<file path="src/rtl/acc_stream_adapter.sv">
// ---------------------------------------------------------------------------
// acc_stream_adapter
//
// Bridges a free-running upstream DMA word stream (no backpressure) onto a
// framed valid/ready stream toward an accelerator. Words are buffered in a
// first-word-fall-through FIFO at all times. Words are released to the
// accelerator only while a frame is open. A frame is opened by a length
// strobe and closes after that many beats.
//
// Ports
//   wb_clk_i      clock, rising edge
//   wb_rst_i      asynchronous, active-high reset
//   in_valid      upstream word strobe
//   in_data       upstream word
//   cfg_len_we    frame-length load strobe (honoured only in IDLE)
//   cfg_len       frame length in words (0 is ignored)
//   clr_i         synchronous flush/clear, highest priority
//   ss_tvalid     stream word valid
//   ss_tdata      stream word (FIFO head)
//   ss_tlast      final word of the frame
//   ss_tready     accelerator accepts the word
//   level_o       FIFO occupancy
//   ovf_o         sticky overflow flag
//   frame_done_o  one-cycle pulse after the last beat is accepted
// ---------------------------------------------------------------------------
module acc_stream_adapter #(
  parameter int DATA_WIDTH = 32,
  parameter int DEPTH      = 8
) (
  input  logic                        wb_clk_i,
  input  logic                        wb_rst_i,
  input  logic                        in_valid,
  input  logic [DATA_WIDTH-1:0]       in_data,
  input  logic                        cfg_len_we,
  input  logic [9:0]                  cfg_len,
  input  logic                        clr_i,
  output logic                        ss_tvalid,
  output logic [DATA_WIDTH-1:0]       ss_tdata,
  output logic                        ss_tlast,
  input  logic                        ss_tready,
  output logic [$clog2(DEPTH):0]      level_o,
  output logic                        ovf_o,
  output logic                        frame_done_o
);

  localparam int AW = $clog2(DEPTH);

  localparam logic [AW:0]   LVL_ONE  = 1;
  localparam logic [AW:0]   LVL_FULL = DEPTH;
  localparam logic [AW-1:0] PTR_ONE  = 1;

  typedef enum logic {
    IDLE = 1'b0,
    RUN  = 1'b1
  } state_t;

  state_t                state_r;
  logic [DATA_WIDTH-1:0] mem [DEPTH];
  logic [AW-1:0]         wr_ptr_r;
  logic [AW-1:0]         rd_ptr_r;
  logic [AW:0]           level_r;
  logic [9:0]            len_r;
  logic [9:0]            beat_r;
  logic                  ovf_r;
  logic                  frame_done_r;

  logic full;
  logic push;
  logic pop;

  // Outputs are decoded from registered state only, so an incoming word can
  // never reach the stream side in the cycle it arrives.
  assign full      = (level_r == LVL_FULL);
  assign ss_tvalid = (state_r == RUN) && (level_r != '0);
  assign ss_tlast  = ss_tvalid && (beat_r == len_r - 10'd1);
  // Forcing zero while empty makes ss_tdata read 0 straight out of reset
  // even though the storage array itself is never reset.
  assign ss_tdata  = (level_r != '0) ? mem[rd_ptr_r] : '0;

  assign pop  = ss_tvalid && ss_tready;
  // A word arriving while full is still accepted if the head leaves the
  // same cycle; the freed slot is reused immediately.
  assign push = in_valid && (!full || pop);

  assign level_o      = level_r;
  assign ovf_o        = ovf_r;
  assign frame_done_o = frame_done_r;

  // NOTE: storage has no reset; flushing is done by the pointers and level,
  // which keeps the array a plain RAM without a reset fan-out.
  always_ff @(posedge wb_clk_i) begin
    if (!clr_i && push) begin
      mem[wr_ptr_r] <= in_data;
    end
  end

  // NOTE: every register here uses non-blocking assignment, so all state
  // updates see the pre-edge values of push/pop/tlast regardless of order.
  always_ff @(posedge wb_clk_i or posedge wb_rst_i) begin
    if (wb_rst_i) begin
      state_r      <= IDLE;
      wr_ptr_r     <= '0;
      rd_ptr_r     <= '0;
      level_r      <= '0;
      len_r        <= '0;
      beat_r       <= '0;
      ovf_r        <= 1'b0;
      frame_done_r <= 1'b0;
    end else if (clr_i) begin
      // Flush wins over everything, including a coincident push or pop.
      state_r      <= IDLE;
      wr_ptr_r     <= '0;
      rd_ptr_r     <= '0;
      level_r      <= '0;
      beat_r       <= '0;
      ovf_r        <= 1'b0;
      frame_done_r <= 1'b0;
    end else begin
      frame_done_r <= 1'b0;

      // Pointers are AW bits wide, so they wrap modulo DEPTH for free.
      if (push) wr_ptr_r <= wr_ptr_r + PTR_ONE;
      if (pop)  rd_ptr_r <= rd_ptr_r + PTR_ONE;

      case ({push, pop})
        2'b10:   level_r <= level_r + LVL_ONE;
        2'b01:   level_r <= level_r - LVL_ONE;
        default: level_r <= level_r;
      endcase

      if (in_valid && !push) begin
        ovf_r <= 1'b1;
      end

      case (state_r)
        IDLE: begin
          if (cfg_len_we && (cfg_len != 10'd0)) begin
            state_r <= RUN;
            len_r   <= cfg_len;
            beat_r  <= '0;
          end
        end
        RUN: begin
          if (pop) begin
            beat_r <= beat_r + 10'd1;
            if (ss_tlast) begin
              state_r      <= IDLE;
              frame_done_r <= 1'b1;
            end
          end
        end
        default: state_r <= IDLE;
      endcase
    end
  end

endmodule
</file>
<file path="config.mk">
export PLATFORM = sky130hd
export DESIGN_NAME = acc_stream_adapter
export DESIGN_NICKNAME = d
export VERILOG_FILES = /design/src/rtl/acc_stream_adapter.sv
export SDC_FILE = /design/constraint.sdc
export NUM_CORES = 1
export LEC_CHECK = 0
export BUFFER_PORTS_ARGS = -buffer_cell sky130_fd_sc_hd__buf_2
export CORE_MARGIN = 2
export CORE_UTILIZATION = 54
export DETAILED_ROUTE_END_ITERATION = 8
export PLACE_DENSITY = 0.77
export SLEW_MARGIN = 20
export SYNTH_ARGS = -nofsm -noshare
export SYNTH_HDL_FRONTEND = slang
export SYNTH_SLANG_ARGS = --single-unit
</file>
<file path="constraint.sdc">
create_clock -name wb_clk_i -period 3.6 [get_ports wb_clk_i]
set_input_delay 0.36 -clock wb_clk_i [delete_from_list [all_inputs] [get_ports wb_clk_i]]
set_output_delay 0.36 -clock wb_clk_i [all_outputs]
set_load 0.1 [all_outputs]
</file>
==> metrics, run 1 <==
EDFF count, synth=256; Avg Synthesized Cell Area=18.9 µm²; Crit path required time=3240 ps; area fraction in compound gates after synthesis=0.0239; area of all placed cells without fillers=13600 µm²; Sinks on Clock Net=289; Post-DP HPWL=14.2 mm; Unique masters post-synth=54; top_reg_cell synth=edfxtp_1; share of the yosys chip area belonging to registers=0.724; synthesized net count=677; number of post-CTS setup repair buffers=0; run status=finished, final reports clean; proportion of synthesized flip-flops having asynchronous set or reset=0.114; max-slew violation total from the final report=0; combinational family with the most area after synthesis=multiplexers; final-report hold violation count=0; relative max-transition margin=0.415; critical path, cell by cell=buf_4 -> mux4_2 -> mux2i_1 -> nor2_1 -> buf_2; buffers plus inverters on the worst setup path=2; Clock power frac=0.325; cell area reported after detailed placement=12700 µm²; routed vias=6026; maximum single-stage delay on the critical path=770 ps; initial antenna violation count=1; number of H-tree branching levels=1; type of element launching the critical path=register; Synth area leader=edfxtp_1; Reg clk slew, reported paths=60 ps; largest cells by area after synthesis=edfxtp_1 65%, mux4_2 12%, dfrtp_1 7.0%; maximum fanout along the worst path=27; Arr. time, crit path=2800 ps; global-route wire length before repair=35.9 mm; adder and majority gate portion of the synthesized area=0.00809; reg2reg setup slack=660 ps; share of Yosys cell area claimed by the top area cell type=0.654; Internal=5.68 mW; type of destination of the critical path=output port; total number of placement rows=53; average via count per standard cell=5.85; number of top-level design ports=88; kind of cell adding the most delay to the critical path=flip-flops; worst skew pair latency=530 ps; weighted congestion reported at the end of routability-driven placement=0.835; GR Overflow Total=0; xor and xnor fraction of the mapped netlist area=0.0176; All-Layer GR Usage=0.209; net load switching power=2.69 mW; DRC errors left=0; period utilisation layout=0.879; power density cells=616 nW/µm²; mux contribution to synthesized area=0.162; slew at the pin closest to its max-slew limit=874 ps; worst hold path type=input port to register; Fin Clk Skew=7.81 ps; relative contribution of sequential cells to total power=0.459; simple-gate share of the synthesized area=0.0513; switching portion of total power=0.321; overall power consumption=8.37 mW; Layout fillers=1444; Max VDD drop=656 µV; share of final-layout standard cells stronger than drive strength 1=0.321; die area=23000 µm²; CTS tree=done; timing-limited maximum frequency=316 MHz; drt initial violations=439; port buffer count=87; final critical delay including setup and external delays=3160 ps; number of setup violations in the final report=0; maximum number of pins on one net before global-route repair=52; x dimension of the die=152 µm; unrepaired setup endpoints after global routing=no; via count of the first global-routing pass=6473; final-stage net count=788; Post-Syn Instances=622; Wirelength per Cell=22.3 µm; CTS Root Buffer Type=clkbuf_16; Post-Route Setup TNS=0 ps; placeable core area=21200 µm²; DRT antenna net count=0; netlist area before placement=11800 µm²; number of warnings printed during yosys synthesis=0; Bufs on Longest Clock Path=3; Total Routed Length=23.0 mm; library cell contributing the largest single delay on the critical path=dfrtp_4; number of buffers created by CTS=29; number of register bits inferred by synthesis=289; synthesis-to-layout area growth=15.6%; die outline height=152 µm; share of power burned in combinational logic=0.216; TritonRoute pass-1 iters=4; total of max-cap violations=0; Core Util, Final=0.641; class of the most critical setup path=register to output port; effective utilization at floorplan=0.554; Static Leak=4.60 nW
## metal layers
| metal | share of wire | global-route usage |
|---|---|---|
| met2 | 0.53 | 0.361 |
| met1 | 0.41 | 0.283 |
| met4 | 0.015 | 0.0532 |
| met5 | 0 | 0 |
| met3 | 0.046 | 0.0341 |
## state kept, by name, indices dropped and copies added, names as in the netlist
register,count
level_o,4
mem,256
beat_r,10
ovf_o,1
frame_done_o,1
wr_ptr_r,3
rd_ptr_r,3
state_r,1
len_r,10
## cell usage after synthesis, types with 4 or more instances
cell and count:
clkbuf_1 11, nand3_1 7, nand2b_1 6, xor2_1 10
mux4_2 64, ha_1 6, a21o_1 4, inv_1 10
edfxtp_1 256, xnor2_1 11, mux2i_1 36, nor3_1 6
buf_2 9, buf_1 6, mux2_2 8, nand2_1 17
dfrtp_1 33, o21ai_0 5, nor2_1 62, and3_1 4
nor4_1 4
## stage by stage
stage          hold slack, ps  worst slack (ps)  cells
2_1_floorplan             459             -58.8    622
4_1_cts                  55.6               348   1028
3_3_place_gp              507               799    976
6_report                 68.2               435   1030
3_5_place_dp              510               692    976
5_1_grt                  67.4               246   1029
## cell families after synthesis
family / count (synthesis)
AO/OA/AOI/OAI: 33
buffers and inverters: 37
adder cells (fa/ha/maj): 7
XOR/XNOR: 22
AND/OR/NAND/NOR: 125
multiplexers: 109
flip-flops: 289
## cells in the final DEF (no fill, tap or decap), types with 4 or more instances in the layout
| cell | synthesis | final |
|---|---|---|
| buf_12 | 0 | 6 |
| xnor2_1 | 11 | 11 |
| clkinv_2 | 0 | 7 |
| inv_1 | 10 | 10 |
| o21ai_0 | 5 | 5 |
| a21o_1 | 4 | 4 |
| nor2_4 | 0 | 7 |
| ha_1 | 6 | 6 |
| dfrtp_1 | 33 | 30 |
| nand2b_1 | 6 | 6 |
| mux2_2 | 8 | 8 |
| nor4_1 | 4 | 4 |
| edfxtp_1 | 256 | 256 |
| nand2_1 | 17 | 17 |
| and3_1 | 4 | 4 |
| mux2i_1 | 36 | 36 |
| clkbuf_16 | 0 | 29 |
| nand3_1 | 7 | 7 |
| mux4_2 | 64 | 64 |
| nor3_4 | 2 | 4 |
| nor2_1 | 62 | 55 |
| clkinv_1 | 0 | 9 |
| xor2_1 | 10 | 10 |
| buf_4 | 1 | 13 |
| buf_2 | 9 | 87 |
## path summary, 6_finish.rpt
kind | start | endpoint | cells past startpoint
hold reg to reg | len_r[9] | len_r[9] | 1
max in group asynchronous | wb_rst_i | rd_ptr_r[0] | 4
hold / removal | cfg_len[0] | len_r[0] | 3
setup reg to reg | level_o[0] | mem[0][15] | 5
setup / recovery | rd_ptr_r[0] | ss_tdata[23] | 5
min in group asynchronous | wb_rst_i | len_r[1] | 3
## power by group through the flow
stage	sequential [mW]	combinational (mW)	clock (mW)
floorplan	3.94	1.40	0
global placement	3.90	1.79	0
finish	3.84	1.81	2.72
CTS	3.85	1.82	2.75
detailed placement	3.91	1.82	0
global route	3.86	1.89	2.88
## area by class of cell
cell class | instances | area (µm²) | area share
diodes | 2 | 5.00 | 0.000368
clock buffers | 31 | 733 | 0.0539
clock inverters | 20 | 123 | 0.00902
inverters | 10 | 37.5 | 0.00276
multi-input cells | 296 | 3170 | 0.233
flip-flops and latches | 289 | 8520 | 0.627
well taps | 275 | 344 | 0.0253
repair buffers | 107 | 663 | 0.0488
## worst reg2reg max path, stage by stage (launching register included)
cell and delay, ps:
dfrtp_1 500, or3_1 270, o21ai_1 210, or3_1 530
nor3_4 630, buf_4 460
## what timing repair did
item | in CTS | in global routing
hold buffers | 1 | 0
endpoints found under the hold margin | 17 | 0
gates resized for setup | 0 | 0
(Power assumes the default switching activity.)
==> run 2, diff against run 1 <==
--- a/config.mk
+++ b/config.mk
@@ -7,9 +7,9 @@
 export LEC_CHECK = 0
 export BUFFER_PORTS_ARGS = -buffer_cell sky130_fd_sc_hd__buf_2
 export CORE_MARGIN = 2
-export CORE_UTILIZATION = 54
+export CORE_UTILIZATION = 50
 export DETAILED_ROUTE_END_ITERATION = 8
-export PLACE_DENSITY = 0.77
+export PLACE_DENSITY_LB_ADDON = 0.05
 export SLEW_MARGIN = 20
 export SYNTH_ARGS = -nofsm -noshare
 export SYNTH_HDL_FRONTEND = slang
==> metrics, run 2 (synthesis results as in run 1) <==
number of buffers created by CTS=30; final-report hold violation count=0; Reg clk slew, reported paths=60 ps; top library cells by usage in the layout, fill and taps aside=256 x edfxtp_1, 87 x buf_2, 64 x mux4_2; Core Util, Final=0.592; flip-flop and latch area=8520 µm²; final-stage net count=788; drt initial violations=433; relative max-transition margin=0.366; Fin Clk Skew=12.6 ps; port buffer count=87; maximum number of pins on one net before global-route repair=37; Max VDD drop=419 µV; average via count per standard cell=5.56; maximum fanout along the worst path=27; Layout fillers=1768; Wirelength per Cell=21.3 µm; synthesis-to-layout area growth=17.1%; type of element launching the critical path=register; run status=finished, final reports clean; Post-DP HPWL=13.9 mm; worst hold path type=input port to register; CTS tree=done; worst skew pair latency=550 ps; Hold Crit Depth=3; DRT antenna net count=0; die area=24800 µm²; CTS Root Buffer Type=clkbuf_16; final critical delay including setup and external delays=3150 ps; total number of placement rows=56; class of the most critical setup path=register to output port; endpoint of the most critical register-to-register path=mem[1][10]; via count of the first global-routing pass=6285; number of top-level design ports=88; worst reg2reg path depth=6; share of final-layout standard cells stronger than drive strength 1=0.324; Largest register FFs=256; Static Leak=4.67 nW; timing-limited maximum frequency=318 MHz; max-slew violation total from the final report=0; effective utilization at floorplan=0.505; Worst Hold Slack=49.6 ps; Bufs on Longest Clock Path=3; period utilisation layout=0.875; largest registers in the final layout=mem (256), beat_r (10), len_r (10); initial antenna violation count=1; Arr. time, crit path=2790 ps; hold path startpoint=cfg_len[1]; number of H-tree branching levels=1; most frequent standard cell in the layout excluding fill and tap cells=edfxtp_1; global-route wire length before repair=35.6 mm; type of destination of the critical path=output port; sink of the worst hold path=len_r[1]; pre-CTS setup slack=713 ps; DRC errors left=0; Crit path required time=3240 ps; number of instances resized during post-cts repair=0; setup slack of the critical path after layout=451 ps; reg2reg setup slack=730 ps; total of max-cap violations=0; number of setup violations in the final report=0; TritonRoute pass-1 iters=4; unrepaired setup endpoints after global routing=no; Worst R2R Start=level_o[0]; GR Overflow Total=0; number of diodes added for antenna fixing=0; Total Routed Length=22.9 mm; die outline height=157 µm; Top reg by flops=mem; Sinks on Clock Net=289; All-Layer GR Usage=0.191; power density cells=630 nW/µm²; weighted congestion reported at the end of routability-driven placement=0.828; slew at the pin closest to its max-slew limit=952 ps; placeable core area=23300 µm²; routed vias=5979; x dimension of the die=157 µm; area occupied by multi-input gates=3170 µm²
run 2: cell count changes in the layout (fill, tap and decap cells not counted), sizes merged:
cell / before / now
bufinv: 1 / 4
clkbuf: 31 / 35
buf: 106 / 105
inv: 11 / 10
diode: 2 / 0
clkinv: 16 / 17
clkinvlp: 2 / 0
run 2: critical path, cell delays in order (launching register included):
cell	delay [ps]
dfrtp_4	790
buf_4	330
mux4_2	520
mux2i_1	230
nor2_1	60
buf_2	310
run 2: repair_timing:
action | in CTS | in global routing
setup buffers | 0 | 0
endpoints found under the hold margin | 19 | 0
setup endpoints to repair | 0 | 0
hold buffers | 1 | 0
run 2: layout make-up:
cell class	count	share of cell area
Timing Repair Buffer	106	0.0485
Multi-Input combinational cell	296	0.230
Clock buffer	35	0.0559
Sequential cell	289	0.619
Inverter	10	0.00273
Tap cell	319	0.0290
Clock inverter	21	0.0151
run 2: layer usage:
| layer | up-vias | global-route usage | wire length [µm] |
|---|---|---|---|
| li1 | 2702 | - | - |
| met1 | 3127 | 0.265 | 10100 |
| met2 | 118 | 0.323 | 11400 |
| met4 | 2 | 0.0411 | 334 |
| met3 | 30 | 0.0333 | 1020 |
| met5 | - | 0 | 13 |
run 2: worst max-delay path by stage:
| stage | startpoint | endpoint | cells after the start |
|---|---|---|---|
| floorplan | level_o[1] | mem[2][0] | 4 |
| global placement | level_o[0] | mem[1][5] | 6 |
| detailed placement | level_o[1] | mem[1][8] | 6 |
| CTS | rd_ptr_r[0] | ss_tdata[31] | 5 |
| global route | rd_ptr_r[0] | ss_tdata[0] | 5 |
| finish | rd_ptr_r[0] | ss_tdata[31] | 5 |
run 2: report_power, final:
part	internal (mW)	total, mW	switching (mW)
clock network	1.81	3.01	1.21
logic	0.420	1.82	1.39
registers	3.74	3.84	0.0987
run 2: through the flow:
step	power, mW	std cells	setup TNS (ps)	instance area [µm²]
global placement	5.72	1019	0	12800
floorplan	5.34	622	-3770	11800
finish	8.67	1076	0	13800
CTS	8.76	1076	0	13800
detailed placement	5.75	1019	0	12800
global route	8.97	1076	0	13800
==> run 3, diff against run 2 <==
==> constraint.sdc (replaced) <==
create_clock -name wb_clk_i -period 3.6 [get_ports wb_clk_i]
set_input_delay 0.9 -clock wb_clk_i [delete_from_list [all_inputs] [get_ports wb_clk_i]]
set_output_delay 0.9 -clock wb_clk_i [all_outputs]
set_load 0.1 [all_outputs]
==> metrics, run 3 (synthesis results as in run 1) <==
Total Routed Length=23.2 mm; DRC errors left=0; run status=finished, final reports clean; class of the most critical setup path=register to output port; relative max-transition margin=0.570; global-route wire length before repair=36.0 mm; Top reg by flops=mem; effective utilization at floorplan=0.505; buffers plus inverters on the worst setup path=2; power density cells=620 nW/µm²; routed vias=6034; Reg clk slew, reported paths=60 ps; worst skew pair latency=550 ps; via count of the first global-routing pass=6412; final-report hold violation count=0; synthesis-to-layout area growth=17.1%; library cell contributing the largest single delay on the critical path=dfrtp_2; type of destination of the critical path=output port; Finished Layout Cells=1083; number of diodes added for antenna fixing=0; Max VDD drop=527 µV; CTS tree=done; reg2reg setup slack=1120 ps; Wirelength per Cell=21.4 µm; critical path launch point=len_r[0]; slew at the pin closest to its max-slew limit=646 ps; average via count per standard cell=5.57; Bufs on Longest Clock Path=3; worst reg2reg path depth=8; critical path, cell by cell=inv_1 -> ha_1 -> xnor3_1 -> nand3_1 -> a211oi_2 -> nor2_1 -> nor3_2 -> buf_6; number of H-tree branching levels=1; final critical delay including setup and external delays=3430 ps; placeable core area=23300 µm²; total of max-cap violations=0; type of element launching the critical path=register; number of setup violations in the final report=0; maximum single-stage delay on the critical path=430 ps; Post-DP HPWL=13.7 mm; Worst R2R Start=level_o[1]; Crit path required time=2700 ps; maximum number of pins on one net before global-route repair=49; die outline height=157 µm; weighted congestion reported at the end of routability-driven placement=0.804; die area=24800 µm²; share of final-layout standard cells stronger than drive strength 1=0.330; Arr. time, crit path=2530 ps; max-slew violation total from the final report=0; post-placement cell count=1028; GR Overflow Total=0; Worst path depth=8; unrepaired setup endpoints after global routing=no; maximum fanout along the worst path=8; TritonRoute pass-1 iters=4; total number of placement rows=56; number of top-level design ports=88; largest registers in the final layout=mem (256), beat_r (10), len_r (10); endpoint of the most critical register-to-register path=level_o[3]; drt initial violations=375; DRT antenna net count=0; Largest register FFs=256; Fin Clk Skew=15.3 ps; All-Layer GR Usage=0.193; period utilisation layout=0.953; initial antenna violation count=0; destination of the critical timing path=ss_tlast; kind of cell adding the most delay to the critical path=flip-flops; final-stage net count=796; timing-limited maximum frequency=292 MHz; top library cells by usage in the layout, fill and taps aside=256 x edfxtp_1, 86 x buf_2, 64 x mux4_2; Static Leak=4.67 nW; CTS Root Buffer Type=clkbuf_16; worst hold path type=input port to async pin; Sinks on Clock Net=289; Core Util, Final=0.592; number of buffers created by CTS=30; x dimension of the die=157 µm; hold buffer count at cts=0; overall power consumption=8.54 mW; most frequent standard cell in the layout excluding fill and tap cells=edfxtp_1; port buffer count=87
==> run 3: cell count changes in the layout (fill, tap and decap cells not counted), moves of 2 or more <==
cell	delta
clkinv_2	-3
clkinv_1	-2
clkbuf_1	+5
bufinv_16	-2
buf_4	+10
==> run 3: per-layer routing <==
layer | routed length (µm) | track usage | up-vias
met2 | 11600 | 0.330 | 101
met4 | 306 | 0.0403 | 0
met3 | 946 | 0.0306 | 29
met1 | 10300 | 0.264 | 3187
li1 | - | - | 2717
met5 | 0 | 0 | -
==> run 3: per-stage QoR <==
stage | hold WS [ps] | TNS (ps) | area [µm²] | setup WS, ps
global placement | 521 | 0 | 12800 | 636
floorplan | 501 | -6950 | 11800 | -226
finish | 412 | 0 | 13800 | 170
detailed placement | 524 | 0 | 12800 | 569
CTS | 538 | 0 | 13800 | 97.5
global route | 457 | 0 | 13800 | 35.6
==> run 3: worst min path at each step <==
stage	from	endpoint	slack, ps	depth (start not counted)
after floorplan	len_r[9]	len_r[9]	500	1
after global placement	len_r[9]	len_r[9]	520	1
after detailed placement	len_r[9]	len_r[9]	520	1
after CTS	len_r[9]	len_r[9]	540	1
after global routing	wb_rst_i	beat_r[3]	460	2
final	wb_rst_i	rd_ptr_r[0]	410	2
==> run 3: final cells by class <==
type / count / area (µm²)
clock inverters: 15 / 133
inverters: 10 / 37.5
fillers: 1808 / 9500
well taps: 319 / 399
multi-input cells: 296 / 3170
flip-flops and latches: 289 / 8520
clock buffers: 40 / 788
repair buffers: 114 / 719
==> run 3: report_power, final <==
| group | total, mW | internal (mW) | switching (mW) |
|---|---|---|---|
| combinational | 1.83 | 0.419 | 1.41 |
| clock | 2.88 | 1.68 | 1.21 |
| sequential | 3.83 | 3.74 | 0.0879 |
==> run 3: repair_timing <==
action | CTS | global route
setup endpoints to repair | 1 | 1
setup buffers | 0 | 0
resized for setup | 1 | 2
==> run 3: worst reg2reg max path: stages (launching register included) <==
cell     delay, ps
dfrtp_1        470
o41ai_4        610
nor3_2         180
ha_1           310
a21o_1         170
a21oi_1        180
mux2i_1        230
xor2_1         170
nor2_1          50
